## src/rtl/rio_link_tx_arb_pkg.sv

```systemverilog
// Shared types for the RIO link TX arbiter.
//   arb_state_t : packet-grant FSM state (IDLE -> GRANT -> STREAM -> IDLE)
package rio_link_tx_arb_pkg;

    typedef enum logic [1:0] {
        ST_IDLE   = 2'd0,  // no grant, waiting for a buffered packet, link ready and credits
        ST_GRANT  = 2'd1,  // source chosen, waiting for its SOP word to be taken
        ST_STREAM = 2'd2   // SOP taken, words flow every cycle until EOP
    } arb_state_t;

endpackage

```

## src/rtl/rio_link_tx_arb_rr_pick.sv

```systemverilog
// Combinational round-robin picker.
//   req     : per-source request vector
//   last    : index granted last time; search starts at last+1 and wraps
//   gnt_idx : index of the first requesting source found
//   any     : at least one request present (gnt_idx valid)
module rio_link_tx_arb_rr_pick #(
    parameter int NUM_SRC = 4
) (
    input  logic [NUM_SRC-1:0]         req,
    input  logic [$clog2(NUM_SRC)-1:0] last,
    output logic [$clog2(NUM_SRC)-1:0] gnt_idx,
    output logic                       any
);
    localparam int IW = $clog2(NUM_SRC);

    int k;

    always_comb begin
        gnt_idx = '0;
        any     = 1'b0;
        k       = 0;
        for (int i = 1; i <= NUM_SRC; i++) begin
            k = (int'(last) + i) % NUM_SRC;
            if (!any && req[IW'(k)]) begin
                any     = 1'b1;
                gnt_idx = IW'(k);
            end
        end
    end

endmodule

```

## src/rtl/rio_link_tx_arb.sv

```systemverilog
// Packet-level round-robin arbiter and credit scheduler in front of the
// RIO link TX controller. A source is granted only when the credit count
// covers a maximum-size packet, and the grant is held from SOP to EOP.
//   clk, rst           : clock, asynchronous active-high reset
//   i_src_valid/sop/eop: per-source word strobes
//   i_src_data         : per-source data, source k at [k*DATA_WIDTH +: DATA_WIDTH]
//   o_src_rdy          : one-hot word-consumed strobe to the granted source
//   o_tx_*             : combinational mux towards the TX controller
//   i_tx_rdy           : TX controller idle and link up
//   i_cred_ret_valid/i_cred_ret : credit return from the RX side
//   o_credits          : registered credit count
//   o_grant            : current or last granted source
//   o_busy             : grant held
//   o_err              : sticky mid-packet bubble or credit underflow
module rio_link_tx_arb
    import rio_link_tx_arb_pkg::*;
#(
    parameter int NUM_SRC       = 4,
    parameter int DATA_WIDTH    = 16,
    parameter int CRED_WIDTH    = 16,
    parameter int CRED_INIT     = 0,
    parameter int CRED_MAX      = 1024,
    parameter int MAX_PKT_WORDS = 16
) (
    input  logic                          clk,
    input  logic                          rst,
    input  logic [NUM_SRC-1:0]            i_src_valid,
    input  logic [NUM_SRC-1:0]            i_src_sop,
    input  logic [NUM_SRC-1:0]            i_src_eop,
    input  logic [NUM_SRC*DATA_WIDTH-1:0] i_src_data,
    output logic [NUM_SRC-1:0]            o_src_rdy,
    output logic                          o_tx_valid,
    output logic                          o_tx_sop,
    output logic                          o_tx_eop,
    output logic [DATA_WIDTH-1:0]         o_tx_data,
    input  logic                          i_tx_rdy,
    input  logic                          i_cred_ret_valid,
    input  logic [CRED_WIDTH-1:0]         i_cred_ret,
    output logic [CRED_WIDTH-1:0]         o_credits,
    output logic [$clog2(NUM_SRC)-1:0]    o_grant,
    output logic                          o_busy,
    output logic                          o_err
);
    localparam int IW = $clog2(NUM_SRC);
    localparam logic [CRED_WIDTH-1:0] PKT_NEED = CRED_WIDTH'(MAX_PKT_WORDS);
    localparam logic [CRED_WIDTH:0]   CRED_TOP = (CRED_WIDTH+1)'(CRED_MAX);

    logic [NUM_SRC-1:0][DATA_WIDTH-1:0] src_data;
    assign src_data = i_src_data;

    arb_state_t      state_q, state_d;
    logic [IW-1:0]   grant_q, last_q, pick_idx;
    logic [NUM_SRC-1:0] cand;
    logic            pick_any, arb_go;
    logic            word_take, bubble, cred_uf;
    logic [CRED_WIDTH-1:0] inc, cred_d;
    logic [CRED_WIDTH:0]   cred_sum;

    assign cand = i_src_valid & i_src_sop;

    rio_link_tx_arb_rr_pick #(.NUM_SRC(NUM_SRC)) u_pick (
        .req     (cand),
        .last    (last_q),
        .gnt_idx (pick_idx),
        .any     (pick_any)
    );

    assign arb_go = (state_q == ST_IDLE) && pick_any && i_tx_rdy && (o_credits >= PKT_NEED);

    // Next state and output mux
    always_comb begin
        state_d    = state_q;
        o_src_rdy  = '0;
        o_tx_valid = 1'b0;
        o_tx_sop   = 1'b0;
        o_tx_eop   = 1'b0;
        o_tx_data  = '0;
        word_take  = 1'b0;
        bubble     = 1'b0;
        case (state_q)
            ST_IDLE: begin
                if (arb_go) state_d = ST_GRANT;
            end
            ST_GRANT: begin
                o_tx_valid = i_src_valid[grant_q] & i_src_sop[grant_q];
                o_tx_sop   = 1'b1;
                o_tx_eop   = i_src_eop[grant_q];
                o_tx_data  = src_data[grant_q];
                word_take  = i_src_valid[grant_q] & i_src_sop[grant_q] & i_tx_rdy;
                if (word_take) begin
                    o_src_rdy[grant_q] = 1'b1;
                    state_d = i_src_eop[grant_q] ? ST_IDLE : ST_STREAM;
                end
            end
            ST_STREAM: begin
                // The TX controller is committed mid-packet, so i_tx_rdy is not consulted.
                o_src_rdy[grant_q] = 1'b1;
                o_tx_valid = i_src_valid[grant_q];
                o_tx_eop   = i_src_eop[grant_q];
                o_tx_data  = src_data[grant_q];
                word_take  = i_src_valid[grant_q];
                bubble     = ~i_src_valid[grant_q];
                if (i_src_valid[grant_q] && i_src_eop[grant_q]) state_d = ST_IDLE;
            end
            default: state_d = ST_IDLE;
        endcase
    end

    // Credit counter: add return and subtract consumed word one bit wider,
    // then clamp at the ceiling; a take from an empty counter is an error.
    always_comb begin
        inc      = i_cred_ret_valid ? i_cred_ret : '0;
        cred_sum = {1'b0, o_credits} + {1'b0, inc};
        cred_uf  = (o_credits == '0) && word_take && (inc == '0);
        cred_d   = o_credits;
        if (!cred_uf) begin
            cred_sum = cred_sum - {{CRED_WIDTH{1'b0}}, word_take};
            if (cred_sum > CRED_TOP) cred_sum = CRED_TOP;
            cred_d = cred_sum[CRED_WIDTH-1:0];
        end
    end

    always_ff @(posedge clk or posedge rst) begin
        if (rst) begin
            state_q   <= ST_IDLE;
            grant_q   <= '0;
            last_q    <= IW'(NUM_SRC - 1);  // source 0 wins the first arbitration
            o_credits <= CRED_WIDTH'(CRED_INIT);
            o_err     <= 1'b0;
        end else begin
            state_q   <= state_d;
            o_credits <= cred_d;
            if (arb_go) begin
                grant_q <= pick_idx;
                last_q  <= pick_idx;
            end
            if (bubble || cred_uf) o_err <= 1'b1;
        end
    end

    assign o_grant = grant_q;
    assign o_busy  = (state_q != ST_IDLE);

endmodule

```

## config.mk

```make
export PLATFORM = sky130hd
export DESIGN_NAME = rio_link_tx_arb
export DESIGN_NICKNAME = d
export VERILOG_FILES = /design/src/rtl/rio_link_tx_arb_pkg.sv /design/src/rtl/rio_link_tx_arb_rr_pick.sv /design/src/rtl/rio_link_tx_arb.sv
export SDC_FILE = /design/constraint.sdc
export NUM_CORES = 1
export LEC_CHECK = 0
export ABC_CLOCK_PERIOD_IN_PS = 4900
export CAP_MARGIN = 5
export CORE_UTILIZATION = 43
export DETAILED_ROUTE_END_ITERATION = 10
export GPL_TIMING_DRIVEN = 0
export PLACE_DENSITY = 0.82
export RECOVER_POWER = 25
export SLEW_MARGIN = 40
export SYNTH_ARGS = -nofsm -noshare
export SYNTH_HDL_FRONTEND = slang
export SYNTH_SLANG_ARGS = --single-unit
export TNS_END_PERCENT = 10
```

## constraint.sdc

```tcl
create_clock -name clk -period 4.9 [get_ports clk]
set_input_delay 1.225 -clock clk [delete_from_list [all_inputs] [get_ports clk]]
set_output_delay 1.225 -clock clk [all_outputs]
set_load 0.05 [all_outputs]
```

==> reports/results.tsv, run 1 <==
metric	value	unit
status	completed	
Seq/Total Area, Yosys	18.77	%
DRT iter0 DRCs	125	
Worst Setup Start Kind	primary input	
die width	86.64	µm
EDFF count, synth	0	
Syn Std Cell Area	3080	µm²
Yosys cell types	61	
Max Clock Freq	210.4	MHz
initial antenna violation count	0	
proportion of layout cells with a drive suffix above 1	13.61	%
synth warn	0	
count leader, synth	inv_1	
crit path kind	primary input to register	
Fin. Hold Viols	0	
clk_lat worst skew	260	ps
number of synthesized register bits	23	
synthesis-to-finish area growth	53.90	%
fin crit share	96.98	%
GR Overflow Total	0	
clk slew on worst S/H paths	70	ps
core box area	6869	µm²
Final Non-Filler Cells	603	
IO buf count	137	
Hold Crit Class	register to register	
total number of vias	3272	
Total Routing Usage GR	26.29	%
Crit. End Element	register	
most instantiated cells after synthesis	58 x inv_1, 35 x ha_1, 34 x nand2_1	
power per cell area	407.6	nW/µm²
H-tree depth	1	
effective utilization at floorplan	44.85	%
Placed Cells	591	
Die Y	86.64	µm
die area	7506	µm²
Vias per Instance	5.426	
Pre-antenna DRT Iters	4	
Rows	30	
Critical Path AT	4920	ps
Max Slew Vio Count	0	
hpwl dp	8242	µm
routability cong.	0.8763	
Slew headroom	41.95	%
most used flip-flop cell after synthesis	dfrtp_1	
Ant. Diodes	0	
Final Setup Violations	0	
Max clock buf depth	2	
I/O pins	139	
# Max-Cap Violations	0	
drt drc	0	
area leader, netlist	dfrtp_1	
Layout Nets	640	
Fin Clk Skew	1.475	ps
first-pass GRT wire length	15320	µm
vias in the first global route	3297	
CTS sink count	23	
largest net degree at the start of global routing	24	
post-route minimum period	4752	ps
Worst VDD drop	0.3869	mV
hold_buf cts	0	
Pleak	2.119	nW
crit-path max FO	5	
DRT antenna net count	0	
Mapped Cells	354	
Root Buffer	clkbuf_8	
Least-Margin Pin Slew	869.7	ps
asr flop ratio synth	100.0	%
DR WL/cell	16.11	µm
setup TNS	0	ps
WP data required	5070	ps
top-area cell type share of the netlist area	17.06	%
TritonCTS clock tree	built	
DRT Wirelength	9715	µm
Num CTS Buffers	3	
average size of a mapped cell	8.702	µm²
Synth area leaders	dfrtp_1 17%, ha_1 14%, mux4_2 13%	
through the flow:
stage                     total power [mW]  hold WS [ps]  area (µm²)  setup WS, ps  util, %
after global routing                 2.038         523.8        4741        -42.58    69.02
after floorplan                      1.304         466.3        3095         346.9        -
after detailed placement             1.774         464.7        4587        -801.8    66.78
final                                1.932         479.1        4741         148.0    69.02
after CTS                            1.923         481.9        4717        -99.18    68.67
after global placement               1.742         459.4        4587        -663.7    66.78
where the power goes:
group	switching (mW)	internal, mW	total [mW]
clock	0.0548	0.0579	0.113
sequential	0.0329	0.226	0.259
combinational	0.924	0.637	1.56
cell usage in the layout (no fill, tap or decap), drive strengths merged, types with 3 or more instances in the layout:
cell / netlist / layout
o21ai: 8 / 8
nor4b: 7 / 7
nor2: 14 / 14
nand2: 35 / 35
clkdlybuf4s50: 0 / 126
xnor2: 8 / 8
nor3: 4 / 4
ha: 35 / 35
a31o: 3 / 3
clkbuf: 9 / 17
dlymetal6s2s: 0 / 3
and3: 7 / 7
nand3: 9 / 9
and2: 21 / 21
nand4: 3 / 3
mux4: 19 / 19
a31oi: 3 / 3
dfrtp: 21 / 21
conb: 1 / 5
buf: 6 / 15
a21o: 14 / 14
o211ai: 3 / 3
a21oi: 11 / 11
o2111ai: 4 / 4
inv: 58 / 58
nor4: 9 / 9
a211oi: 4 / 4
worst max-delay path: stages:
cell and delay [ps]:
buf_6 110, mux4_2 520, a31oi_2 200, or2_4 150, inv_1 40, ha_1 250, inv_1 60, ha_2 180
inv_2 40, fa_2 380, nand2b_4 160, a211oi_4 280, o2111ai_2 170, and3_1 230, o21ai_1 150, nand4_1 210
buf_4 200, buf_4 120, nor4bb_2 230
kinds of logic (layout without fill, tap and decap cells):
group	after synthesis	after routing	synth area share, %
DFF	23	23	18.77
other	1	5	0.1217
buffers and inverters	73	222	9.139
adders and majority gates	36	36	14.87
and+or+nand+nor	120	120	22.06
xor gates and xnor gates	10	10	2.843
AOI/OAI and AO/OA	71	71	17.87
muxes	20	20	14.34
worst paths after layout:
path	endpoint	depth (start not counted)	start	slack, ps
worst max-delay path	o_credits[2]	19	i_src_sop[3]	150
worst min-delay path	o_err	1	o_err	480
worst max register to register	o_credits[2]	18	o_grant[0]	680
worst min register to register	o_err	1	o_err	480
max in group asynchronous	o_credits[4]	2	rst	2780
min in group asynchronous	o_credits[12]	2	rst	1590
layout make-up:
type | instances | area, µm²
well taps | 96 | 120.1
multi-input cells | 262 | 2292
repair buffers | 145 | 1418
fillers | 542 | 2128
flip-flops and latches | 23 | 578.1
clock buffers | 4 | 45.04
plain buffers | 15 | 70.07
inverters | 58 | 217.7
flip-flops by register name, summed over array words and instances, names as in the netlist:
signal and count:
o_err 1, o_grant 2, last_q 2, state_q 2
o_credits 16
what timing repair did:
item                       CTS  global route
cloned                       0             0
resized for setup           16            20
setup endpoints to repair   13            11
pin swaps                    5            11
buffers inserted             6             2
routing by layer:
layer	track usage [%]	up-vias	routed length [µm]
met5	0	-	0
met3	3.333	16	624
li1	-	1571	-
met4	9.697	0	248
met2	51.66	152	5188
met1	28.49	1533	3653
Power figures use the tool's default switching activity.
==> run 2, diff against run 1 <==
Settings changed: CORE_ASPECT_RATIO set to 0.7.
==> reports/results.tsv, run 2 (synthesis results as in run 1) <==
metric	value	unit
largest reg by FF count	o_credits	
# Max-Cap Violations	0	
hpwl dp	8523	µm
Layout Nets	642	
CP max-delay cell	mux4_2	
FF-to-FF Start	o_grant[0]	
setup ws final	10.35	ps
Crit path top cell by count	inv_1	
Top Layer Used	met4	
critical-path cell list	clkdlybuf4s50_1 -> mux4_2 -> nand2_2 -> or2_1 -> inv_1 -> ha_1 -> inv_1 -> ha_2 -> inv_1 -> fa_2 -> nand2b_4 -> a211oi_4 -> buf_4 -> o21a_1 -> o21ai_0 -> nor4_2 -> o21ba_2 -> nor4bb_2	
Least-Margin Pin Slew	896.8	ps
Die Y	72.82	µm
CTS sink count	23	
effective utilization at floorplan	44.97	%
largest net degree at the start of global routing	24	
WP data required	5070	ps
Largest register FFs	16	
Num CTS Buffers	3	
drt drc	0	
status	completed	
Buf/Inv on CP	5	
Rows	25	
crit-path max FO	5	
Fin. Hold Viols	0	
Total Routing Usage GR	28.67	%
Critical Path AT	5060	ps
Worst Hold Depth	1	
Placed Cells	589	
Crit path max-delay family	simple AND/OR/NAND/NOR gates	
proportion of layout cells with a drive suffix above 1	13.75	%
hold endpoint	o_err	
Slew headroom	40.15	%
die width	103.2	µm
FF-to-FF End	o_credits[2]	
worst hold margin	479.7	ps
M1 WL	4372	µm
post-route minimum period	4890	ps
Hold Crit Class	register to register	
Worst VDD drop	0.3120	mV
synthesis-to-finish area growth	57.60	%
routability cong.	0.9790	
Vias per Instance	5.593	
power per cell area	409.8	nW/µm²
Fin Clk Skew	4.780	ps
Max clock buf depth	2	
first-pass GRT wire length	16370	µm
Layout Utilization	70.87	%
DRT iter0 DRCs	216	
clk_lat worst skew	270	ps
DP Worst Slack	-753.4	ps
I/O pins	139	
# fillers	516	
Min-Delay Startpoint	o_err	
TritonCTS clock tree	built	
hold_buf cts	0	
initial antenna violation count	1	
DR WL met3	895	µm
DRT antenna net count	0	
DR WL/cell	17.42	µm
Final Non-Filler Cells	604	
core box area	6850	µm²
crit path kind	primary input to register	
clk slew on worst S/H paths	80	ps
cell depth of the worst flop-to-flop path	17	
Max Clock Freq	204.5	MHz
Crit. End Element	register	
Worst path max stage delay	520	ps
IO buf count	137	
die area	7512	µm²
r2r setup slk	710	ps
metal2 WL	5153	µm
DRT Wirelength	10520	µm
Max Slew Vio Count	0	
vias in the first global route	3426	
Final Setup Violations	0	
total number of vias	3378	
Placed Instance Area	4584	µm²
fin crit share	99.79	%
Pleak	2.170	nW
Pre-antenna DRT Iters	5	
Final Instance Area	4855	µm²
most common cell after layout, fill and taps aside	clkdlybuf4s50_1	
Root Buffer	clkbuf_8	
H-tree depth	1	
commonest non-fill, non-tap cells in the layout	127 x clkdlybuf4s50_1, 58 x inv_1, 34 x ha_1	
GR Overflow Total	0	
RSZ-0062 raised after global routing	yes	
Worst Setup Start Kind	primary input	
## run 2: report_power, final
group	leakage [nW]	internal (mW)	switching [mW]
registers	0.287	0.226	0.0363
logic	1.86	0.656	0.950
clock network	0.0255	0.0569	0.0646
total	2.17	0.939	1.05
## run 2: worst max path at each step
stage / to / depth (start not counted) / slack (ps) / startpoint
detailed placement: o_credits[6] / 18 / -750 / i_src_sop[3]
floorplan: o_credits[8] / 17 / 350 / i_src_sop[3]
global route: o_credits[9] / 18 / -110 / i_src_valid[2]
global placement: o_credits[6] / 18 / -640 / i_src_sop[3]
finish: o_credits[2] / 18 / 10 / i_src_valid[2]
CTS: o_credits[6] / 18 / -10 / i_src_valid[0]
## run 2: area by class of cell
type                    instances  area (µm²)  share of cell area (%)
diodes                          1       2.502                 0.05155
plain buffers                  15       70.07                   1.443
multi-input cells             262        2371                   48.84
clock inverters                 1       5.005                  0.1031
flip-flops and latches         23       578.1                   11.91
repair buffers                147        1451                   29.90
clock buffers                   3       41.29                  0.8505
inverters                      58       217.7                   4.485
well taps                      94       117.6                   2.423
## run 2: stage by stage
stage / power (mW) / TNS, ps
after global routing: 2.097 / -827.3
after global placement: 1.735 / -5668
after CTS: 1.944 / -15.10
after detailed placement: 1.762 / -7521
after floorplan: 1.304 / 0
final: 1.989 / 0
## run 2: layer usage
metal	global-route usage (%)	vias to the layer above
met1	37.49	1603
met2	49.19	167
li1	-	1593
met5	0	-
met3	6.609	15
met4	4.851	0
## run 2: timing repair
| item | 4_1_cts | 5_1_grt |
|---|---|---|
| endpoints found under the setup margin | 13 | 12 |
| resized for setup | 23 | 12 |
| pin swaps | 9 | 10 |
| hold endpoints to repair | 0 | 0 |
| buffers inserted | 8 | 1 |
| gates cloned | 1 | 0 |
==> run 3, diff against run 2 <==
Settings changed: CORE_UTILIZATION 43 to 44, CTS_CLUSTER_SIZE set to 28, PLACE_DENSITY 0.82 to 0.83, SETUP_SLACK_MARGIN set to 0.1, SYNTH_HIERARCHICAL set to 1.
==> reports/results.tsv, run 3 <==
metric	value	unit
status	completed	
most used flip-flop cell after synthesis	dfrtp_1	
power per cell area	379.8	nW/µm²
Synth Area in Adders	14.24	%
count leader, synth	inv_1	
DRT iter0 DRCs	412	
DRT antenna net count	0	
Ant. Diodes	0	
Syn Std Cell Area	3217	µm²
compound-cell area share of the yosys netlist	18.90	%
crit-path max FO	4	
hold endpoint	o_err	
# Max-Cap Violations	0	
synthesis-to-finish area growth	54.80	%
multi-input logic area	2486	µm²
vias in the first global route	3427	
GR Overflow Total	0	
Pleak	2.154	nW
Worst Hold Depth	2	
I/O pins	139	
Num CTS Buffers	3	
Fin. Hold Viols	0	
met3 Track Usage GR	4.880	%
area leader, netlist	dfrtp_1	
Synth area leaders	dfrtp_1 16%, ha_1 14%, mux4_2 13%	
Final Setup Violations	0	
# fillers	549	
Worst VDD drop	0.3814	mV
Max Slew Vio Count	0	
CP max-delay cell	mux4_2	
proportion of layout cells with a drive suffix above 1	14.87	%
cell depth of the worst flop-to-flop path	16	
CTS sink count	23	
P_int	0.9197	mW
Min-Delay Startpoint	o_err	
Yosys cell types	63	
Seq/Total Area, Yosys	17.97	%
Hold Crit Class	register to register	
switching share of power	51.38	%
die area	7663	µm²
total number of vias	3634	
Worst path max stage delay	530	ps
first-pass GRT wire length	18270	µm
Synth Area in Simple Gates	22.71	%
most instantiated cells after synthesis	58 x inv_1, 35 x ha_1, 34 x nand2_1	
hpwl dp	9538	µm
effective utilization at floorplan	46.53	%
Crit. End Element	register	
TritonCTS clock tree	built	
met2 usage	51.26	%
Root Buffer	clkbuf_8	
IO buf count	137	
Worst Setup Start Kind	primary input	
drt drc	0	
average size of a mapped cell	8.421	µm²
number of synthesized register bits	23	
main combinational cell family by area after synthesis	simple AND/OR/NAND/NOR gates	
EDFF count, synth	0	
commonest non-fill, non-tap cells in the layout	132 x clkdlybuf4s50_1, 56 x inv_1, 34 x nand2_1	
Critical Path AT	4930	ps
fin crit share	96.99	%
top-area cell type share of the netlist area	16.34	%
r2r setup slk	970	ps
Rows	25	
crit path kind	primary input to register	
Vias per Instance	5.750	
Fin Clk Skew	3.854	ps
initial antenna violation count	0	
combinational power share	80.4	%
FF-to-FF End	o_credits[8]	
Pre-antenna DRT Iters	6	
post-route minimum period	4753	ps
Max clock buf depth	2	
clk slew on worst S/H paths	80	ps
largest reg by FF count	o_credits	
die width	104.2	µm
multiplexer share of the synthesized area	15.32	%
Net Sw Power	0.9717	mW
Die Y	73.54	µm
Synth Area in XOR/XNOR	1.595	%
hold_buf cts	0	
Total Routing Usage GR	30.93	%
Max Clock Freq	210.4	MHz
Layout Nets	671	
H-tree depth	1	
critical-path cell list	clkdlybuf4s50_1 -> mux4_2 -> a31oi_4 -> nor2_4 -> ha_4 -> inv_2 -> ha_4 -> inv_2 -> fa_2 -> buf_4 -> xnor2_1 -> nor3b_1 -> nand4_1 -> o41ai_4 -> nand2_2 -> nor3b_2	
most common cell after layout, fill and taps aside	clkdlybuf4s50_1	
RSZ-0062 raised after global routing	yes	
gr busiest metal	met2	
Clock power frac	6.1	%
Least-Margin Pin Slew	831.5	ps
WP data required	5080	ps
DR WL/cell	18.38	µm
Slew headroom	44.51	%
core box area	6913	µm²
asr flop ratio synth	100.0	%
Mapped Cells	382	
sequential power share	13.4	%
met1 layer usage reported by global route	43.16	%
routability cong.	0.8923	
worst hold margin	514.9	ps
synth warn	6	
setup TNS	0	ps
FF-to-FF Start	o_grant[0]	
DRT Wirelength	11610	µm
Largest register FFs	16	
Pwr Total	1.891	mW
largest net degree at the start of global routing	24	
clk_lat worst skew	260	ps
FF/Latch Area	578.1	µm²
## run 3: cell types whose count changed in the layout (fill, tap and decap cells not counted), moves of 4 or more
cell,change
mux2_2,+4
o21ai_0,+7
xnor2_1,-4
a21o_1,-9
nor2_1,+9
clkdlybuf4s50_1,+5
a21oi_1,+9
dlygate4sd2_1,-4
a211oi_1,+4
nor4b_2,-4
## run 3: per-stage QoR
stage          util, %  instances  instance area [µm²]  setup slack [ps]
2_1_floorplan        -        386                 3232             486.8
3_3_place_gp     68.29        617                 4721            -347.6
3_5_place_dp     68.29        617                 4721            -431.1
4_1_cts          69.68        623                 4817             59.22
5_1_grt          72.04        632                 4980             35.80
6_report         72.04        632                 4980             147.5
## run 3: timing repair
action	CTS	global route
setup buffers	2	8
endpoints found under the setup margin	12	14
pin swaps	3	14
gates resized for setup	6	24
cloned	0	1
## run 3: cell type report
type	count	share of cell area (%)
Tap cell	94	2.362
Sequential cell	23	11.61
Clock buffer	4	0.9045
Buffer	15	1.558
Inverter	58	4.372
Timing Repair Buffer	148	29.27
Multi-Input combinational cell	290	49.92
## run 3: critical path, delay by kind of cell
family | cells | cell delay [ps]
AOI/OAI and AO/OA | 2 | 620
xor gates and xnor gates | 1 | 140
adders and majority gates | 3 | 760
buffers and inverters | 4 | 650
muxes | 1 | 530
and+or+nand+nor | 5 | 990
## run 3: cells by family (layout without fill, tap and decap cells)
group                      Yosys count  after routing
buffers and inverters               73            225
DFF                                 23             23
other                                1              5
and+or+nand+nor                    135            135
muxes                               25             25
AOI/OAI and AO/OA                   84             84
xor gates and xnor gates             5              5
adders and majority gates           36             36
## run 3: power groups by stage
stage | sequential (mW) | combinational, mW | clock [mW]
2_1_floorplan | 0.306 | 0.938 | 0
3_3_place_gp | 0.253 | 1.39 | 0
4_1_cts | 0.254 | 1.45 | 0.118
5_1_grt | 0.259 | 1.61 | 0.127
6_report | 0.254 | 1.52 | 0.115
3_5_place_dp | 0.258 | 1.42 | 0
## run 3: worst max path at each step
stage / start / to / slack (ps)
after floorplan: i_src_sop[3] / o_credits[8] / 490
after global placement: i_src_sop[3] / o_credits[10] / -350
after detailed placement: i_src_sop[3] / o_credits[3] / -430
after CTS: i_src_sop[3] / o_credits[3] / 60
after global routing: i_src_sop[3] / o_credits[10] / 40
final: i_src_sop[3] / o_credits[8] / 150
## run 3: per-layer routing
| layer | share of wire (%) | vias up |
|---|---|---|
| met5 | 0 | - |
| met4 | 2.1 | 0 |
| met3 | 7.8 | 36 |
| met2 | 46 | 185 |
| met1 | 44 | 1741 |
| li1 | - | 1672 |
